===== src/rtl/skey_rom_ctrl.sv =====
// Secret-key ROM: gated random-access read port plus a per-slot streaming port with valid/ready.
// Optional read-lock feature enabled by defining SKEY_RD_LOCK_EN.
module skey_rom_ctrl #(
  parameter int DW        = 16,
  parameter int NSLOTS    = 2,
  parameter int KEY_WORDS = 32,
  parameter int AW        = $clog2(NSLOTS * KEY_WORDS),
  parameter int SW        = (NSLOTS > 1) ? $clog2(NSLOTS) : 1
) (
  input  logic          mclk,
  input  logic          puc_rst,
  input  logic [AW-1:0] rd_addr,
  input  logic          rd_cen,
  input  logic          rd_lock,
  output logic [DW-1:0] rd_dout,
  output logic          rd_err,
  input  logic          strm_start,
  input  logic [SW-1:0] strm_slot,
  input  logic          strm_abort,
  output logic [DW-1:0] strm_data,
  output logic          strm_valid,
  output logic          strm_last,
  input  logic          strm_ready,
  output logic          strm_busy,
  output logic          strm_err
);

  localparam int DEPTH    = NSLOTS * KEY_WORDS;
  localparam int ROM_SIZE = 1 << AW;
  localparam int IW       = $clog2(KEY_WORDS);
  localparam logic [IW-1:0] IDX_LAST = IW'(KEY_WORDS - 1);

  // Sized to the full address space so every index is legal; entries past DEPTH are never reachable.
  logic [DW-1:0] rom [ROM_SIZE];

  generate
    for (genvar gi = 0; gi < ROM_SIZE; gi++) begin : g_rom
      localparam logic [63:0] WORD = (gi < DEPTH) ? (64'(gi) * 64'h1234) : 64'd0;
      assign rom[gi] = WORD[DW-1:0];
    end
  endgenerate

  logic locked;

`ifdef SKEY_RD_LOCK_EN
  logic lock_reg;

  always_ff @(posedge mclk or posedge puc_rst) begin
    if (puc_rst)
      lock_reg <= 1'b0;
    else if (rd_lock)
      lock_reg <= 1'b1;
  end

  assign locked = lock_reg;
`else
  logic unused_rd_lock;
  assign unused_rd_lock = rd_lock;
  assign locked         = 1'b0;
`endif

  logic rd_ok;
  assign rd_ok = ({1'b0, rd_addr} < (AW + 1)'(DEPTH)) && !locked;

  always_ff @(posedge mclk or posedge puc_rst) begin
    if (puc_rst) begin
      rd_dout <= '0;
      rd_err  <= 1'b0;
    end else begin
      rd_err <= 1'b0;
      if (!rd_cen) begin
        if (rd_ok) begin
          rd_dout <= rom[rd_addr];
        end else begin
          rd_dout <= '0;
          rd_err  <= 1'b1;
        end
      end
    end
  end

  typedef enum logic [1:0] {IDLE, FETCH, SEND} state_t;

  state_t        state_reg, state_next;
  logic [IW-1:0] idx_reg, idx_next;
  logic [AW-1:0] base_reg, base_next;
  logic [AW-1:0] rom_addr;
  logic [DW-1:0] data_reg, data_next;
  logic          valid_reg, valid_next;
  logic          last_reg, last_next;
  logic          busy_reg, busy_next;
  logic          err_reg, err_next;
  logic          slot_ok;

  assign slot_ok = ({1'b0, strm_slot} < (SW + 1)'(NSLOTS));

  always_comb begin
    state_next = state_reg;
    idx_next   = idx_reg;
    base_next  = base_reg;
    rom_addr   = base_reg;
    data_next  = data_reg;
    valid_next = valid_reg;
    last_next  = last_reg;
    busy_next  = busy_reg;
    err_next   = 1'b0;
    case (state_reg)
      IDLE: begin
        // Start outranks a simultaneous abort here; abort alone is a no-op.
        if (strm_start) begin
          if (slot_ok) begin
            base_next  = AW'(strm_slot) * AW'(KEY_WORDS);
            idx_next   = '0;
            busy_next  = 1'b1;
            state_next = FETCH;
          end else begin
            err_next = 1'b1;
          end
        end
      end
      FETCH: begin
        if (strm_abort) begin
          state_next = IDLE;
          valid_next = 1'b0;
          last_next  = 1'b0;
          busy_next  = 1'b0;
        end else begin
          data_next  = rom[rom_addr];
          valid_next = 1'b1;
          last_next  = 1'b0;
          state_next = SEND;
        end
      end
      SEND: begin
        if (strm_abort) begin
          state_next = IDLE;
          valid_next = 1'b0;
          last_next  = 1'b0;
          busy_next  = 1'b0;
        end else if (strm_ready) begin
          if (idx_reg == IDX_LAST) begin
            state_next = IDLE;
            valid_next = 1'b0;
            last_next  = 1'b0;
            busy_next  = 1'b0;
          end else begin
            idx_next  = idx_reg + IW'(1);
            rom_addr  = base_reg + AW'(idx_reg) + AW'(1);
            data_next = rom[rom_addr];
            last_next = (idx_next == IDX_LAST);
          end
        end
      end
      default: begin
        state_next = IDLE;
        valid_next = 1'b0;
        last_next  = 1'b0;
        busy_next  = 1'b0;
      end
    endcase
  end

  always_ff @(posedge mclk or posedge puc_rst) begin
    if (puc_rst) begin
      state_reg <= IDLE;
      idx_reg   <= '0;
      base_reg  <= '0;
      data_reg  <= '0;
      valid_reg <= 1'b0;
      last_reg  <= 1'b0;
      busy_reg  <= 1'b0;
      err_reg   <= 1'b0;
    end else begin
      state_reg <= state_next;
      idx_reg   <= idx_next;
      base_reg  <= base_next;
      data_reg  <= data_next;
      valid_reg <= valid_next;
      last_reg  <= last_next;
      busy_reg  <= busy_next;
      err_reg   <= err_next;
    end
  end

  assign strm_data  = data_reg;
  assign strm_valid = valid_reg;
  assign strm_last  = last_reg;
  assign strm_busy  = busy_reg;
  assign strm_err   = err_reg;

endmodule


===== config.mk =====
export PLATFORM = sky130hd
export DESIGN_NAME = skey_rom_ctrl
export DESIGN_NICKNAME = d
export VERILOG_FILES = /design/src/rtl/skey_rom_ctrl.sv
export SDC_FILE = /design/constraint.sdc
export NUM_CORES = 1
export LEC_CHECK = 0
export BUFFER_PORTS_ARGS = -buffer_cell sky130_fd_sc_hd__clkbuf_2
export CAP_MARGIN = 25
export CORE_AREA = 2 2 86 88
export CTS_CLUSTER_SIZE = 24
export DETAILED_ROUTE_END_ITERATION = 6
export DIE_AREA = 0 0 88 90
export HOLD_SLACK_MARGIN = 0.06
export PLACE_DENSITY = 0.76
export RECOVER_POWER = 100
export SLEW_MARGIN = 0
export SYNTH_ARGS = -nofsm -noshare
export SYNTH_HDL_FRONTEND = slang
export SYNTH_SLANG_ARGS = --single-unit

===== constraint.sdc =====
create_clock -name mclk -period 3.6 [get_ports mclk]
set_input_delay 0.72 -clock mclk [delete_from_list [all_inputs] [get_ports mclk]]
set_output_delay 0.72 -clock mclk [all_outputs]
set_load 0.02 [all_outputs]

==> metrics, run 1 <==
Clk Latency, worst-skew pair=around 0.30 ns; initial antenna violation count=0; WL/cell=roughly 17 µm; fin. max-slew vios=40; Synth area leaders=dfrtp_1 (24%), nand2_1 (6.8%), o21ai_0 (6.2%); Post-Synth Simple-Gate Area=0.2159; slowest cell on the critical path=clkbuf_1; unrepaired setup endpoints after global routing=no; DR vias/cell=between 6 and 7; Period Utilization, post-route=0.8258; clk slew on worst S/H paths=approximately 0.09 ns; largest family of logic cells by synthesized area=compound AO/OA/AOI/OAI gates; non-filler instance count after layout=660; Startpoint Class=register; layout cells sized above 1=0.07665; R2R cell count=10; antenna cells=0; routed wl met2=a little under 5000 µm; vias in the first global route=approximately 3,700; mux cell area share after synthesis=0.04643; power per cell area=~350 nW/µm²; DRC viols=0; Via Count=between 4,000 and 5,000; root buffer cell=clkbuf_8; # Max-Cap Violations=1; met1 WL=around 5000 µm; Worst path most repeated cell=ha_1; Slew headroom=-0.4266; starting density of the core=0.5796; I/O pin count=between 50 and 60; Placement Rows=31; Syn Area/Cell=roughly 7.5 µm²; failing checks=capacitance limit, slew limit; Die ar.=7920 µm²; Critical R2R Capture=strm_data[12]; IO Port Bufs=43; Hold-fix buffers, CTS=0; worst-path fanout max=14; Antenna Violating Nets Remaining=0; deepest clock path buffer count=2; post-route cell area=approximately 4400 µm²; Most used DFF post-synth=dfrtp_1; Data required, critical path=3.78 ns; gr usage total=0.2857; Area growth syn-to-layout=6.980%; leak pwr=1.792 nW; setup bufs post-CTS=0; Overflow after GRT=0; drt total wl=between 10,000 and 15,000 µm; Largest stage delay, worst path=0.48 ns; Post-synth ARST share=1.000; GP Congestion=approximately 0.89; top cell type by total area after synthesis=dfrtp_1; skew final=roughly 0.0076 ns; Placed Instances=between 600 and 700; Synth Area in Adders=0.06273; VDD IR max=around 0.28 mV; Worst-Margin Slew=approximately 2.1 ns; Seq cells post-synth=39; register area share after synthesis=0.2399; core area=7020 µm²; Finish-stage setup viols=0; Max Clk Rate=approximately 0.34 GHz; most common cell after layout, fill and taps aside=nand2_1; CTS tree=done; die extent in x=between 80 and 90 µm; CP cell instances=ha_1 -> inv_1 -> ha_1 -> clkbuf_1 -> nand2b_1 -> o21ai_0 -> a221oi_1 -> a21oi_1 -> o2111ai_1 -> o211ai_1; DRT iter0 DRCs=slightly above 400; TritonCTS Buffers=5; number of synthesized flops with an enable pin=0; CP delay by family, top=compound AO/OA/AOI/OAI gates; HPWL Detailed=roughly 7600 µm; post_cts resized=0; Compound-Gate Fraction of Synth Area=0.3186; Synth Area in XOR/XNOR=0.03752; global-route wire length before repair=roughly 18,000 µm; Hold Path Stages=1; pin count of the biggest net entering global routing=40; Hold Path Origin=rd_dout[14]; Reg2Reg Setup Slack=roughly 0.63 ns; Setup TNS=0 ns; Post-DP Area=around 4300 µm²; Yosys top cell area share=0.2399; Tmin final=~3 ns; 1st-pass router iterations=6; most frequent cells in the layout=nand2_1 (74), o21ai_0 (50), a21oi_1 (39), dfrtp_1 (39), clkbuf_1 (39); status=complete, but fails checks; # fillers=657; Final nets=around 590; Critical Path AT=3.15 ns; max layer used=met4; Synth Instances=between 500 and 600; WHS Endpoint=rd_dout[14]; Post-Syn Area=around 4100 µm²; hold crit path type=register to register; Buf/Inv on CP=2; H-tree level count=2; DR WL met3=965 µm; Final Hold Fails=0; CTS sink count=39; CP endpoint kind=register; die height=approximately 90 µm; worst r2r src=idx_reg[0]; synth unique cells=67; crit path kind=register to register; Ys Warns=0
[per-stage QoR]
stage | power, mW | util | worst slack, ns | hold WS (ns)
finish | 1.541 | 0.6200 | 0.6271 | 0.4815
global route | 1.642 | 0.6200 | 0.3124 | 0.5058
CTS | 1.559 | 0.6288 | 0.7271 | 0.4856
detailed placement | 1.167 | 0.6120 | 0.6810 | 0.4702
global placement | 1.150 | 0.6120 | 0.7766 | 0.4617
floorplan | 1.004 | - | 0.8101 | 0.4764
[Yosys cell counts, types with 8 or more instances]
cell,n
nand2_1,74
mux2i_1,11
nor3_1,11
dfrtp_1,39
clkbuf_1,35
buf_2,11
a21oi_1,39
nor2_1,34
nor2b_1,13
a211oi_1,16
nand3_1,14
nand2b_1,19
ha_1,18
o21ai_0,50
o211ai_1,16
inv_1,14
a21o_1,8
[report_power, final]
group	switching (mW)	internal [mW]
logic	0.381	0.208
clock network	0.169	0.225
registers	0.0495	0.509
total	0.599	0.941
[worst max-delay path by stage]
stage,to,cells past startpoint,start
6_report,strm_data[12],10,idx_reg[0]
5_1_grt,rd_dout[13],10,rd_addr[0]
2_1_floorplan,rd_dout[12],9,rd_addr[1]
3_3_place_gp,rd_dout[9],8,rd_addr[0]
4_1_cts,strm_data[10],9,idx_reg[0]
3_5_place_dp,rd_dout[9],8,rd_addr[0]
[cells by family (layout without fill, tap and decap cells)]
| group | Yosys count | after routing |
|---|---|---|
| multiplexers | 17 | 17 |
| flip-flops | 39 | 39 |
| other | 1 | 6 |
| buffers and inverters | 74 | 86 |
| AND/OR/NAND/NOR | 186 | 186 |
| XOR/XNOR | 12 | 12 |
| adder cells (fa/ha/maj) | 21 | 21 |
| AO/OA/AOI/OAI | 194 | 194 |
[routing by layer]
layer | up-vias | track usage
met5 | - | 0
li1 | 2016 | -
met1 | 1879 | 0.4498
met3 | 14 | 0.03581
met2 | 202 | 0.4085
met4 | 0 | 0.07308
[area by class of cell]
| type | count | area [µm²] | share of cell area |
|---|---|---|---|
| Sequential cell | 39 | 975.9 | 0.2242 |
| Clock buffer | 6 | 82.58 | 0.01897 |
| Inverter | 18 | 67.56 | 0.01552 |
| Clock inverter | 2 | 35.03 | 0.008048 |
| Timing Repair Buffer | 60 | 281.5 | 0.06467 |
| Tap cell | 99 | 123.9 | 0.02846 |
| Multi-Input combinational cell | 436 | 2786 | 0.6401 |
Power figures use the tool's default switching activity.
==> run 2: changes to the inputs <==
Settings changed: ABC_AREA from default to 1, CORE_AREA 2 2 86 88 to 2 2 82 84, DIE_AREA 0 0 88 90 to 0 0 84 86.
Clock period 3.6 ns to 3 ns, I/O delays scaled along.
==> run 2 against run 1 <==
Combinational power rose to 2.6 times the previous value; total power rose by 76%; the flow now finishes without violations; critical endpoint is now strm_data[10]; core utilization fell by 0.91 points.
==> metrics, run 2 <==
status=finished, final reports clean (was complete, but fails checks); starting density of the core=0.5784 (was 0.5796); unrepaired setup endpoints after global routing=no (unchanged); vias in the first global route=3,561 (was 3,728); root buffer cell=clkbuf_8 (unchanged); Post-Syn Area=3631 µm² (was 4069 µm²); die extent in x=84 µm (was 88 µm); DR vias/cell=5.864 (was 6.229); setup bufs post-CTS=0 (unchanged); fin. max-slew vios=0 (was 40); # Max-Cap Violations=0 (was 1); hold crit path type=input port to asynchronous set/reset pin (was register to register); DRC viols=0 (unchanged); most frequent cells in the layout=nand2_1 (200), nand3_1 (74), o21ai_0 (47), inv_1 (41), dfrtp_1 (39) (was nand2_1 (74), o21ai_0 (50), a21oi_1 (39), dfrtp_1 (39), clkbuf_1 (39)); leak pwr=1.945 nW (was 1.792 nW); H-tree level count=2 (unchanged); number of synthesized flops with an enable pin=0 (unchanged); synth unique cells=37 (was 67); 1st-pass router iterations=7 (was 6); skew final=0.003193 ns (was 0.007555 ns); CP endpoint kind=register (unchanged); TritonCTS Buffers=5 (unchanged); core area=6277 µm² (was 7020 µm²); Most used DFF post-synth=dfrtp_1 (unchanged); Final Hold Fails=0 (unchanged); crit path kind=register to register (unchanged); Finish-stage setup viols=0 (unchanged); final worst slack=0.3269 ns (was 0.6271 ns); non-filler instance count after layout=678 (was 660); Placed Instances=671 (was 651); WL/cell=14.91 µm (was 16.58 µm); Worst-Margin Slew=0.8839 ns (was 2.140 ns); gr usage total=0.2764 (was 0.2857); power per cell area=705.4 nW/µm² (was 354.0 nW/µm²); IO Port Bufs=43 (unchanged); HPWL Detailed=7405 µm (was 7589 µm); Startpoint Class=register (unchanged); Slew headroom=0.4108 (was -0.4266); WHS=0.2420 ns (was 0.4815 ns); global-route wire length before repair=16,340 µm (was 18,460 µm); Setup WS pre-CTS=0.4195 ns (was 0.6810 ns); slowest cell on the critical path=dfrtp_1 (was clkbuf_1); Die ar.=7224 µm² (was 7920 µm²); Buf/Inv on CP=2 (unchanged); final core occ=0.6109 (was 0.6200); top cell type by total area after synthesis=dfrtp_1 (unchanged); Largest stage delay, worst path=0.61 ns (was 0.48 ns); Placement Rows=29 (was 31); Via Count=3,976 (was 4,111); Syn Area/Cell=6.315 µm² (was 7.480 µm²); pin count of the biggest net entering global routing=30 (was 40); CTS sink count=39 (unchanged); clk slew on worst S/H paths=0.07 ns (was 0.09 ns); most common cell after layout, fill and taps aside=nand2_1 (unchanged); antenna cells=0 (unchanged); R2R cell count=10 (unchanged); Max Clk Rate=0.3741 GHz (was 0.3364 GHz); Synth Instances=575 (was 544); deepest clock path buffer count=2 (unchanged); Overflow after GRT=0 (unchanged); Antenna Violating Nets Remaining=0 (unchanged); Critical Path AT=2.89 ns (was 3.15 ns); DRT iter0 DRCs=299 (was 411); worst-path fanout max=18 (was 14); initial antenna violation count=0 (unchanged); Yosys top cell area share=0.2688 (was 0.2399); Period Utilization, post-route=0.8910 (was 0.8258); register area share after synthesis=0.2688 (was 0.2399); drt total wl=10,110 µm (was 10,940 µm); post_cts resized=0 (unchanged); GP Congestion=0.9311 (was 0.8900); I/O pin count=51 (unchanged); Data required, critical path=3.22 ns (was 3.78 ns); worst r2r src=idx_reg[1] (was idx_reg[0]); # fillers=643 (was 657); Reg2Reg Setup Slack=0.33 ns (was 0.63 ns); Post-synth top cells=nand2_1 (199), nand3_1 (74), o21ai_0 (45) (was nand2_1 (74), o21ai_0 (50), a21oi_1 (39), dfrtp_1 (39), clkbuf_1 (35)); Tmin final=2.673 ns (was 2.973 ns); layout cells sized above 1=0.06156 (was 0.07665); CTS tree=done (unchanged); Hold-fix buffers, CTS=0 (unchanged); VDD IR max=0.5042 mV (was 0.2775 mV); Critical R2R Capture=strm_data[10] (was strm_data[12]); Synth area leaders=dfrtp_1 (27%), nand2_1 (21%), nand3_1 (10%) (was dfrtp_1 (24%), nand2_1 (6.8%), o21ai_0 (6.2%)); most instantiated library cell after synthesis=nand2_1 (unchanged); Setup TNS=0 ns (unchanged); Post-synth ARST share=1.000 (unchanged); Area growth syn-to-layout=5.617% (was 6.980%); Ys Warns=0 (unchanged); Clk Latency, worst-skew pair=0.29 ns (was 0.30 ns); CP delay by family, top=simple AND/OR/NAND/NOR gates (was compound AO/OA/AOI/OAI gates); CP cell instances=ha_1 -> inv_1 -> nor3_1 -> ha_1 -> clkinv_1 -> nand3_1 -> nand2_1 -> nand2_1 -> nand3_1 -> a21oi_1 (was ha_1 -> inv_1 -> ha_1 -> clkbuf_1 -> nand2b_1 -> o21ai_0 -> a221oi_1 -> a21oi_1 -> o2111ai_1 -> o211ai_1); Final nets=633 (was 592); Seq cells post-synth=39 (unchanged); die height=86 µm (was 90 µm)
-- run 2: stage by stage --
| step | total power [mW] | cell area (µm²) |
|---|---|---|
| finish | 2.705 | 3835 |
| global route | 2.934 | 3835 |
| CTS | 2.735 | 3890 |
| detailed placement | 2.314 | 3787 |
| global placement | 2.288 | 3787 |
| floorplan | 1.923 | 3650 |
-- run 2: area by class of cell --
cell class	instances	area, µm²	share of cell area
repair buffers	51	222.7	0.05808
flip-flops and latches	39	975.9	0.2545
clock buffers	6	72.57	0.01892
multi-input cells	459	2268	0.5915
clock inverters	1	30.03	0.007830
inverters	45	168.9	0.04405
well taps	77	96.34	0.02512
-- run 2: kinds of logic after synthesis --
family | share of synthesized area
buf+inv | 0.1110
other cells | 0.001033
xor+xnor | 0.004825
flops | 0.2688
compound gates | 0.1675
fa+ha+maj | 0.06203
simple gates | 0.3849
-- run 2: power breakdown --
| part | leakage (nW) | internal [mW] | total, mW | switching [mW] |
|---|---|---|---|---|
| logic | 1.40 | 0.456 | 1.50 | 1.05 |
| clock network | 0.0513 | 0.244 | 0.415 | 0.172 |
| registers | 0.490 | 0.681 | 0.788 | 0.107 |
-- run 2: worst max-delay path by stage --
| stage | from | end | slack [ns] | cells past startpoint |
|---|---|---|---|---|
| 2_1_floorplan | idx_reg[0] | strm_data[11] | 1.02 | 12 |
| 3_3_place_gp | idx_reg[1] | strm_data[8] | 0.49 | 13 |
| 3_5_place_dp | idx_reg[1] | strm_data[10] | 0.42 | 10 |
| 4_1_cts | idx_reg[1] | strm_data[10] | 0.41 | 10 |
| 5_1_grt | idx_reg[1] | strm_data[8] | 0.13 | 13 |
| 6_report | idx_reg[1] | strm_data[10] | 0.33 | 10 |
-- run 2: routing by layer --
| metal | vias up | track usage | part of all wire |
|---|---|---|---|
| met1 | 1817 | 0.3333 | 0.41 |
| met2 | 183 | 0.4989 | 0.50 |
| met3 | 35 | 0.03657 | 0.058 |
| met5 | - | 0 | 0 |
| li1 | 1941 | - | - |
| met4 | 0 | 0.1129 | 0.036 |
==> run 3: changes to the inputs <==
Settings changed: CORE_AREA 2 2 82 84 to 2 2 81 83, CTS_BUF_LIST from default to sky130_fd_sc_hd__clkbuf_4 sky130_fd_sc_hd__clkbuf_8, DIE_AREA 0 0 84 86 to 0 0 83 85, PLACE_DENSITY 0.76 to 0.78.
Clock period 3 ns to 2.5 ns, I/O delays scaled along.
==> run 3 against run 2 <==
The run now ends with DRC left; via count grew 1.5%; hold slack gained 0.19 ns; global-route usage grew 1.3 points; setup slack lost 0.18 ns; sequential share of layout area shrank 0.23 points; clock-buffer cell count shrank 1; sequential cell count is the same; register-to-register slack lost 0.18 ns; cell area grew 0.91%; non-clock buffer count grew 3; wire length grew 0.35%.
==> metrics, run 3 (synthesis gave the netlist of run 2 again) <==
Setup TNS=0 ns (unchanged); R2R cell count=13 (was 10); Critical R2R Capture=strm_data[7] (was strm_data[10]); Antenna Violating Nets Remaining=0 (unchanged); most common cell after layout, fill and taps aside=nand2_1 (unchanged); hold crit path type=input port to register (was input port to asynchronous set/reset pin); Data required, critical path=2.72 ns (was 3.22 ns); pin count of the biggest net entering global routing=40 (was 30); clk slew on worst S/H paths=0.08 ns (was 0.07 ns); DR WL met3=893 µm (was 587 µm); WL/cell=14.88 µm (was 14.91 µm); final worst slack=0.1457 ns (was 0.3269 ns); layout cells sized above 1=0.07603 (was 0.06156); fin. max-slew vios=0 (unchanged); most frequent cells in the layout=nand2_1 (200), nand3_1 (74), o21ai_0 (47), inv_1 (40), dfrtp_1 (39) (was nand2_1 (200), nand3_1 (74), o21ai_0 (47), inv_1 (41), dfrtp_1 (39)); global-route wire length before repair=16,800 µm (was 16,340 µm); skew final=0.002618 ns (was 0.003193 ns); core area=6205 µm² (was 6277 µm²); critical path endpoint=strm_data[7] (was strm_data[10]); Startpoint Class=register (unchanged); post_cts resized=1 (was 0); leak pwr=1.972 nW (was 1.945 nW); Placement Rows=29 (unchanged); Critical Path AT=2.58 ns (was 2.89 ns); Slew headroom=0.3623 (was 0.4108); routed wl met2=4900 µm (was 5038 µm); # fillers=579 (was 643); area of the multi-input gates=2271 µm² (was 2268 µm²); Reg2Reg Setup Slack=0.15 ns (was 0.33 ns); unrepaired setup endpoints after global routing=no (unchanged); DRC viols=2 (was 0); Final nets=636 (was 633); H-tree level count=2 (unchanged); deepest clock path buffer count=2 (unchanged); Area growth syn-to-layout=6.582% (was 5.617%); Tmin final=2.354 ns (was 2.673 ns); crit path kind=register to register (unchanged); DRT iter0 DRCs=388 (was 299); Hold-fix buffers, CTS=0 (unchanged); initial antenna violation count=0 (unchanged); # Max-Cap Violations=0 (unchanged); max layer used=met4 (unchanged); VDD IR max=0.8403 mV (was 0.5042 mV); die extent in x=83 µm (was 84 µm); TritonCTS Buffers=5 (unchanged); Period Utilization, post-route=0.9417 (was 0.8910); antenna cells=0 (unchanged); power per cell area=856.9 nW/µm² (was 705.4 nW/µm²); Finish-stage setup viols=0 (unchanged); Reg area=975.9 µm² (unchanged); worst-path fanout max=10 (was 18); die height=85 µm (was 86 µm); Clk Latency, worst-skew pair=0.30 ns (was 0.29 ns); Final Hold Fails=0 (unchanged); DR vias/cell=5.915 (was 5.864); status=complete, but fails checks (was finished, final reports clean); root buffer cell=clkbuf_8 (unchanged); Setup WS pre-CTS=0.1196 ns (was 0.4195 ns); gr usage total=0.2892 (was 0.2764); vias in the first global route=3,635 (was 3,561); setup bufs post-CTS=0 (unchanged); Max Clk Rate=0.4247 GHz (was 0.3741 GHz); drt total wl=10,150 µm (was 10,110 µm); CP endpoint kind=register (unchanged); Via Count=4,034 (was 3,976); 1st-pass router iterations=7 (unchanged); failing checks=DRC; CTS sink count=39 (unchanged); starting density of the core=0.5852 (was 0.5784); Overflow after GRT=0 (unchanged); worst r2r src=idx_reg[0] (was idx_reg[1]); GP Congestion=1.009 (was 0.9311); HPWL Detailed=7345 µm (was 7405 µm); met1 WL=3980 µm (was 4124 µm); CTS tree=done (unchanged); IO Port Bufs=43 (unchanged); Worst Setup SP=idx_reg[0] (was idx_reg[1]); Die ar.=7055 µm² (was 7224 µm²); I/O pin count=51 (unchanged); Worst-Margin Slew=0.9565 ns (was 0.8839 ns)
==> run 3: cell type report <==
type | instances | area share
sequential | 39 | 0.2522
clock inverter | 3 | 0.01132
inverter | 45 | 0.04365
clock buffer | 5 | 0.01778
tap | 77 | 0.02489
multi-input combinational | 459 | 0.5868
timing repair buffer | 54 | 0.06337
==> run 3: how the worst min path moves through the flow <==
| stage | cells past startpoint | to | from | slack (ns) |
|---|---|---|---|---|
| after floorplan | 3 | strm_valid | state_reg[1] | 0.54 |
| after global placement | 2 | strm_valid | strm_valid | 0.46 |
| after detailed placement | 2 | strm_data[2] | strm_data[2] | 0.46 |
| after CTS | 3 | rd_dout[11] | puc_rst | 0.30 |
| after global routing | 3 | base_reg[5] | strm_slot | 0.44 |
| final | 3 | base_reg[5] | strm_slot | 0.43 |
==> run 3: per-layer routing <==
layer,vias to the layer above,GRT usage
met1,1822,0.3639
li1,1946,-
met4,0,0.1356
met2,232,0.4846
met3,34,0.05253
met5,-,0
==> run 3: through the flow <==
| step | hold slack [ns] | util | power, mW | cell area, µm² | std cells |
|---|---|---|---|---|---|
| finish | 0.4331 | 0.6237 | 3.316 | 3870 | 682 |
| global route | 0.4385 | 0.6237 | 3.582 | 3870 | 682 |
| CTS | 0.2986 | 0.6326 | 3.342 | 3925 | 682 |
| detailed placement | 0.4609 | 0.6140 | 2.783 | 3810 | 674 |
| global placement | 0.4589 | 0.6140 | 2.753 | 3810 | 674 |
| floorplan | 0.5424 | - | 2.308 | 3650 | 580 |
==> run 3: power breakdown <==
group | internal [mW] | switching (mW) | total (mW)
Sequential | 0.816 | 0.107 | 0.923
Clock | 0.297 | 0.242 | 0.539
Combinational | 0.558 | 1.30 | 1.85
Total | 1.67 | 1.64 | 3.32
==> run 3: worst max-delay path: stages (launching register included) <==
cell and delay (ns):
dfrtp_1 0.39, ha_1 0.25, inv_1 0.13, ha_1 0.25, inv_1 0.26, clkbuf_2 0.23
nand2_1 0.10, nand2_1 0.08, nand3_1 0.09, nand3_1 0.10, nand2_1 0.06, nand2_1 0.06
nand3_1 0.11, a21oi_1 0.17
